**config.mk**
```make
export PLATFORM = sky130hd
export DESIGN_NAME = vertex_xform_seq
export DESIGN_NICKNAME = d
export VERILOG_FILES = /design/src/rtl/gfx_pkg.sv /design/src/rtl/vxf_result_ram.sv /design/src/rtl/vertex_xform_seq.sv
export SDC_FILE = /design/constraint.sdc
export NUM_CORES = 2
export LEC_CHECK = 0
export ABC_AREA = 0
export BUFFER_PORTS_ARGS = -buffer_cell sky130_fd_sc_hd__buf_2
export CAP_MARGIN = 20
export CORE_AREA = 2 2 565 680
export DETAILED_ROUTE_END_ITERATION = 10
export DIE_AREA = 0 0 567 682
export GPL_TIMING_DRIVEN = 1
export PLACE_DENSITY = 0.67
export SLEW_MARGIN = 20
export SYNTH_ARGS = -nofsm -noshare
export SYNTH_HDL_FRONTEND = slang
export SYNTH_MEMORY_MAX_BITS = 65536
export SYNTH_SLANG_ARGS = --single-unit
```
**constraint.sdc**
```tcl
create_clock -name clock -period 10.2 [get_ports clock]
set_clock_uncertainty 0.2 [all_clocks]
set_input_delay 0.51 -clock clock [delete_from_list [all_inputs] [get_ports clock]]
set_output_delay 0.51 -clock clock [all_outputs]
set_load 0.1 [all_outputs]
```
**src/rtl/gfx_pkg.sv**
```systemverilog
// Shared graphics-pipeline types: vertex sequencer state encoding, data width
// default, fixed-point component format and result-RAM capacity helper.
package gfx_pkg;

  localparam int VXF_DW       = 32;
  localparam int FX_FRAC_BITS = 16;
  localparam int FX_INT_BITS  = VXF_DW - FX_FRAC_BITS;

  typedef enum logic [2:0] {
    S_IDLE,
    S_UPD,
    S_UPD_WAIT,
    S_SETUP,
    S_FETCH,
    S_MUL,
    S_MUL_WAIT,
    S_WRITE
  } vxf_state_t;

  // Whole vertices that fit in a result RAM of 2**out_aw words.
  function automatic logic [31:0] vxf_capacity(input int out_aw, input int comp);
    return 32'((2 ** out_aw) / comp);
  endfunction

endpackage

```
**src/rtl/vxf_result_ram.sv**
```systemverilog
// Simple dual-port result RAM: one write port, one registered read port.
// A read of the address being written returns the previous contents.
module vxf_result_ram
  import gfx_pkg::*;
#(
  parameter int DW = VXF_DW,
  parameter int AW = 7
) (
  input  logic          clock,
  input  logic          we,
  input  logic [AW-1:0] waddr,
  input  logic [DW-1:0] wdata,
  input  logic [AW-1:0] raddr,
  output logic [DW-1:0] rdata
);

  logic [DW-1:0] mem [2**AW];

  always_ff @(posedge clock) begin
    if (we) mem[waddr] <= wdata;
    rdata <= mem[raddr];
  end

endmodule

```
**src/rtl/vertex_xform_seq.sv**
```systemverilog
// Vertex transform sequencer: mesh fetch -> matrix engine -> result RAM, plus matrix-update jobs.
// Optional VXF_CYCLE_CNT_EN adds a saturating busy-cycle counter output cycle_cnt.
module vertex_xform_seq
  import gfx_pkg::*;
#(
  parameter int DW     = VXF_DW,
  parameter int COMP   = 3,
  parameter int AW     = 16,
  parameter int OUT_AW = 7,
  parameter int RD_LAT = 1
) (
  input  logic                 clock,
  input  logic                 reset,
  input  logic                 start,
  input  logic                 update_mvp,
  input  logic [AW-1:0]        mesh_base,
  input  logic [31:0]          count,
  output logic                 busy,
  output logic                 done,
  output logic                 overflow,
  output logic [AW-1:0]        mesh_addr,
  output logic                 mesh_rd,
  input  logic [DW-1:0]        mesh_data,
  output logic                 mul_start,
  output logic                 mul_upd,
  output logic [COMP*DW-1:0]   mul_in,
  input  logic                 mul_done,
  input  logic [COMP*DW-1:0]   mul_out,
  input  logic [OUT_AW-1:0]    result_addr,
  output logic [DW-1:0]        result_data
`ifdef VXF_CYCLE_CNT_EN
  ,
  output logic [31:0]          cycle_cnt
`endif
);

  localparam int IW = (COMP > 1) ? $clog2(COMP) : 1;
  localparam int CW = $clog2(COMP + 1);
  localparam logic [31:0] CAP = vxf_capacity(OUT_AW, COMP);

  vxf_state_t                 state_reg, state_next;
  logic [AW-1:0]              mesh_addr_reg, mesh_addr_next;
  logic [AW-1:0]              base_reg, base_next;
  logic [31:0]                count_reg, count_next;
  logic [31:0]                n_eff_reg, n_eff_next;
  logic [31:0]                vtx_reg, vtx_next;
  logic [OUT_AW-1:0]          wr_ptr_reg, wr_ptr_next;
  logic [CW-1:0]              fetch_cnt_reg, fetch_cnt_next;
  logic [IW-1:0]              comp_cnt_reg, comp_cnt_next;
  logic [COMP-1:0][DW-1:0]    mul_in_reg, mul_in_next;
  logic [COMP-1:0][DW-1:0]    res_reg, res_next;
  logic                       overflow_reg, overflow_next;
  logic                       done_reg, done_next;

  // Slot-index delay line: a read's slot pops out exactly when its data arrives.
  logic [RD_LAT-1:0]          pipe_vld_reg;
  logic [IW-1:0]              pipe_idx_reg [RD_LAT];
  logic                       cap_vld;
  logic [IW-1:0]              cap_idx;
  logic                       ram_we;

  assign cap_vld   = pipe_vld_reg[RD_LAT-1];
  assign cap_idx   = pipe_idx_reg[RD_LAT-1];
  assign busy      = (state_reg != S_IDLE);
  assign done      = done_reg;
  assign overflow  = overflow_reg;
  assign mesh_addr = mesh_addr_reg;
  assign mesh_rd   = (state_reg == S_FETCH) && (fetch_cnt_reg < CW'(COMP));
  assign mul_start = (state_reg == S_MUL) || (state_reg == S_UPD);
  assign mul_upd   = (state_reg == S_UPD);
  assign mul_in    = mul_in_reg;
  // Gate with reset so the edge that aborts a job commits no write.
  assign ram_we    = (state_reg == S_WRITE) && !reset;

  always_comb begin
    state_next     = state_reg;
    mesh_addr_next = mesh_addr_reg;
    base_next      = base_reg;
    count_next     = count_reg;
    n_eff_next     = n_eff_reg;
    vtx_next       = vtx_reg;
    wr_ptr_next    = wr_ptr_reg;
    fetch_cnt_next = fetch_cnt_reg;
    comp_cnt_next  = comp_cnt_reg;
    mul_in_next    = mul_in_reg;
    res_next       = res_reg;
    overflow_next  = overflow_reg;
    done_next      = 1'b0;
    case (state_reg)
      S_IDLE: begin
        if (start) begin
          overflow_next = 1'b0;
          base_next     = mesh_base;
          count_next    = count;
          if (update_mvp) begin
            mul_in_next = '0;
            state_next  = S_UPD;
          end else begin
            state_next  = S_SETUP;
          end
        end
      end
      S_UPD: begin
        mul_in_next = '0;
        state_next  = S_UPD_WAIT;
      end
      S_UPD_WAIT: begin
        if (mul_done) begin
          done_next  = 1'b1;
          state_next = S_IDLE;
        end
      end
      S_SETUP: begin
        n_eff_next     = (count_reg > CAP) ? CAP : count_reg;
        overflow_next  = (count_reg > CAP);
        vtx_next       = '0;
        wr_ptr_next    = '0;
        fetch_cnt_next = '0;
        mesh_addr_next = base_reg;
        if (n_eff_next == 32'd0) begin
          done_next  = 1'b1;
          state_next = S_IDLE;
        end else begin
          state_next = S_FETCH;
        end
      end
      S_FETCH: begin
        if (mesh_rd) begin
          mesh_addr_next = mesh_addr_reg + AW'(1);
          fetch_cnt_next = fetch_cnt_reg + CW'(1);
        end
        if (cap_vld) begin
          mul_in_next[cap_idx] = mesh_data;
          if (cap_idx == IW'(COMP - 1)) state_next = S_MUL;
        end
      end
      S_MUL: state_next = S_MUL_WAIT;
      S_MUL_WAIT: begin
        if (mul_done) begin
          res_next      = mul_out;
          comp_cnt_next = '0;
          state_next    = S_WRITE;
        end
      end
      S_WRITE: begin
        wr_ptr_next   = wr_ptr_reg + OUT_AW'(1);
        comp_cnt_next = comp_cnt_reg + IW'(1);
        if (comp_cnt_reg == IW'(COMP - 1)) begin
          comp_cnt_next = '0;
          vtx_next      = vtx_reg + 32'd1;
          if (vtx_reg + 32'd1 == n_eff_reg) begin
            done_next  = 1'b1;
            state_next = S_IDLE;
          end else begin
            fetch_cnt_next = '0;
            state_next     = S_FETCH;
          end
        end
      end
      default: state_next = S_IDLE;
    endcase
  end

  always_ff @(posedge clock) begin
    if (reset) begin
      state_reg     <= S_IDLE;
      mesh_addr_reg <= '0;
      base_reg      <= '0;
      count_reg     <= '0;
      n_eff_reg     <= '0;
      vtx_reg       <= '0;
      wr_ptr_reg    <= '0;
      fetch_cnt_reg <= '0;
      comp_cnt_reg  <= '0;
      mul_in_reg    <= '0;
      res_reg       <= '0;
      overflow_reg  <= 1'b0;
      done_reg      <= 1'b0;
    end else begin
      state_reg     <= state_next;
      mesh_addr_reg <= mesh_addr_next;
      base_reg      <= base_next;
      count_reg     <= count_next;
      n_eff_reg     <= n_eff_next;
      vtx_reg       <= vtx_next;
      wr_ptr_reg    <= wr_ptr_next;
      fetch_cnt_reg <= fetch_cnt_next;
      comp_cnt_reg  <= comp_cnt_next;
      mul_in_reg    <= mul_in_next;
      res_reg       <= res_next;
      overflow_reg  <= overflow_next;
      done_reg      <= done_next;
    end
  end

  always_ff @(posedge clock) begin
    if (reset) begin
      pipe_vld_reg <= '0;
    end else begin
      pipe_vld_reg[0] <= mesh_rd;
      for (int i = 1; i < RD_LAT; i++) pipe_vld_reg[i] <= pipe_vld_reg[i-1];
    end
    pipe_idx_reg[0] <= IW'(fetch_cnt_reg);
    for (int i = 1; i < RD_LAT; i++) pipe_idx_reg[i] <= pipe_idx_reg[i-1];
  end

  vxf_result_ram #(
    .DW (DW),
    .AW (OUT_AW)
  ) u_result_ram (
    .clock (clock),
    .we    (ram_we),
    .waddr (wr_ptr_reg),
    .wdata (res_reg[comp_cnt_reg]),
    .raddr (result_addr),
    .rdata (result_data)
  );

`ifdef VXF_CYCLE_CNT_EN
  logic [31:0] cycle_cnt_reg;

  always_ff @(posedge clock) begin
    if (reset) begin
      cycle_cnt_reg <= '0;
    end else if (state_reg == S_IDLE && start) begin
      cycle_cnt_reg <= '0;
    end else if (state_reg != S_IDLE && cycle_cnt_reg != '1) begin
      cycle_cnt_reg <= cycle_cnt_reg + 32'd1;
    end
  end

  assign cycle_cnt = cycle_cnt_reg;
`endif

endmodule
```
==> results.ini <==
[status]
status=finished, final reports clean

[global_route]
overflow=0
grt_max_degree=137
grt_pass1_wl_um=629000
grt_usage=0.226
grt_pass1_vias=86100
antenna_found_initial=47

[clock_network]
cts_tree=yes
cts_inserted_buffers=419
cts_root_buffer=clkbuf_16
clock_path_buffers=4
clock_latency_ps=1010
cts_setup_buffers=0
h-tree-depth=5
path_clk_slew_ps=60
clock_sinks=4467
cts_resized=0

[power_and_ir_drop]
vdd_ir_drop_max_v=0.000174
comb_power_share=0.046
power_mw=36.8
p_leak_nw=52.5
switching_share=0.216
net-switching-power_mw=7.96
powerDensity_nw_per_um2=187
p_seq_frac=0.540
intPower_mw=28.9
p_clk_frac=0.414

[setup_path]
slowest_delay_ps=870
end_kind=flip-flop
r2r-start=state_reg[1]
critical_path_required_ps=10630
rr_worst_depth=7
worst-setup-path-type=reg2reg
startpoint=state_reg[1]
crit_path_start_kind=flip-flop
path_max_fanout=17
worstPathCellList=and2_1 > nand2_1 > nor3_1 > nand3_2 > buf_4 > nor2_4 > buf_12
slowest_stage=nor3_1
crit_arrival_ps=5380

[placed_design]
portBuffers=337
place.gp.congestion=0.904
placed_cell_area_sq_um=181000
hpwl_um=264000

[synth]
syn_avg_cell_area_sq_um=21.9
synth.distinct_cells=63
yosys_warnings=0
synthTopCellsByArea=edfxtp_1 (72%), mux4_2 (18%), dfxtp_1 (4.4%)
synth_cells=7777
synth_seq_cells=4467
syn-num-nets=7969
yosysTopAreaCellShare=0.722
synthFlopType=edfxtp_1
synth_common_cells=edfxtp_1 (4096), mux4_2 (1344), nand2_1 (404)
synth_async_sr_flop_share=0
synth_top_cell_by_area=edfxtp_1
yosysMostFrequentCell=edfxtp_1
seq_area_frac_synth=0.765
syn_area_sq_um=170000
synth-edff-count=4096

[timing]
slew_violations=0
period_share=0.485
max_freq_mhz=202
rsz0062_at_grt=false
slew_headroom=0.235
hold_violations=0
setup_violations=0
worstMarginPinSlew_ps=1150
tns_ps=0
period_minus_slack_ps=4950

[route]
vias=85400
drt_iter0_drc=11000
drtPass1Iterations=6
wl_per_cell_um=31.6
routed_wl_um=442000
antenna_left=0
viasPerCell=6.11
drcViolationCount=0

[min_path]
min_path_type=in2reg
worstHoldPathCells=3
min_from=result_addr[6]

[die]
start_util=0.447
core_area_sq_um=381000
dieArea_sq_um=387000
die_h_um=682
num_rows=249
chipWidth_um=567
ioPinCount=338

[finish]
multi_input_area_sq_um=39600
fillers=28800
fin_area_sq_um=197000
largest_reg_flops=4096
seq_area_sq_um=130000
layout-drive-gt1-share=0.309
syn_to_final_growth_pct=15.6
nets=8796

[job]
drv_cap=0

==> power by group through the flow <==
stage	registers, mW	logic, mW	clock network, mW
6_report	19.9	1.69	15.3
5_1_grt	19.9	1.78	16.1
4_1_cts	19.9	1.67	15.5
3_5_place_dp	20.3	1.53	0
3_3_place_gp	20.3	1.51	0
2_1_floorplan	20.4	0.905	0
==> cell type report <==
class                           count  share of cell area
Antenna cell                       30            0.000381
Inverter                           14            0.000267
Tap cell                         5020              0.0319
Multi-Input combinational cell   2829               0.201
Timing Repair Buffer              873              0.0375
Clock buffer                      528              0.0561
Clock inverter                    222              0.0113
Sequential cell                  4467               0.662
==> cell families (layout without fill, tap and decap cells) <==
kind of cell	after synthesis	count (layout)	share of synthesized area
XOR/XNOR	45	45	0.00231
adder cells (fa/ha/maj)	4	4	0.000294
buffers and inverters	481	1637	0.0113
multiplexers	1410	1410	0.182
other	0	30	0
AND/OR/NAND/NOR	914	914	0.0230
flip-flops	4467	4467	0.765
AO/OA/AOI/OAI	456	456	0.0163
==> cells in the final DEF (no fill, tap or decap), drive strengths merged, types with 17 or more instances in the layout <==
cell type	synthesis	layout
and3	32	32
inv	14	37
xnor2	25	25
nand3	31	31
mux4	1344	1344
nand2	404	404
nand4	30	30
diode	0	30
clkbuf	321	528
bufinv	0	31
dfxtp	371	371
clkinv	0	151
o21ai	54	54
dlygate4sd3	0	263
xor2	20	20
a22oi	101	101
edfxtp	4096	4096
o22ai	34	34
mux2	32	32
nor2	309	309
a21oi	201	201
buf	146	610
nor3	29	29
clkinvlp	0	17
mux2i	34	34
nor4	20	20
==> metal layers <==
| metal | track usage | vias to the layer above | share of wire |
|---|---|---|---|
| met1 | 0.303 | 45800 | 0.38 |
| li1 | - | 34300 | - |
| met3 | 0.0429 | 655 | 0.095 |
| met4 | 0.0677 | 2 | 0.031 |
| met5 | 0 | - | 0.000029 |
| met2 | 0.378 | 4600 | 0.50 |
==> metrics by stage <==
| step | utilization | worst slack, ps | std cells | hold slack, ps |
|---|---|---|---|---|
| floorplan | - | 2830 | 7777 | 148 |
| global placement | 0.472 | 4880 | 12900 | 165 |
| detailed placement | 0.475 | 4820 | 12900 | 177 |
| CTS | 0.517 | 5250 | 13900 | 18.9 |
| global route | 0.517 | 5000 | 14000 | 77.4 |
| finish | 0.517 | 5250 | 14000 | 77.1 |
==> worst paths after layout <==
check | slack [ps] | to
hold / removal | 80 | u_result_ram.rdata[16]
setup reg to reg | 5250 | u_result_ram.mem[70][28]
setup / recovery | 5250 | u_result_ram.mem[70][28]
hold reg to reg | 190 | pipe_idx_reg[0][1]
==> critical path: cells and delay by family (launching register included) <==
family | cells | cell delay [ps]
AND/OR/NAND/NOR | 5 | 2910
buffers and inverters | 2 | 780
flip-flops | 1 | 660
==> what timing repair did <==
| item | 4_1_cts | 5_1_grt |
|---|---|---|
| hold endpoints to repair | 255 | 0 |
| hold buffers | 263 | 0 |
| setup endpoints to repair | 0 | 0 |
Power figures use the tool's default switching activity.
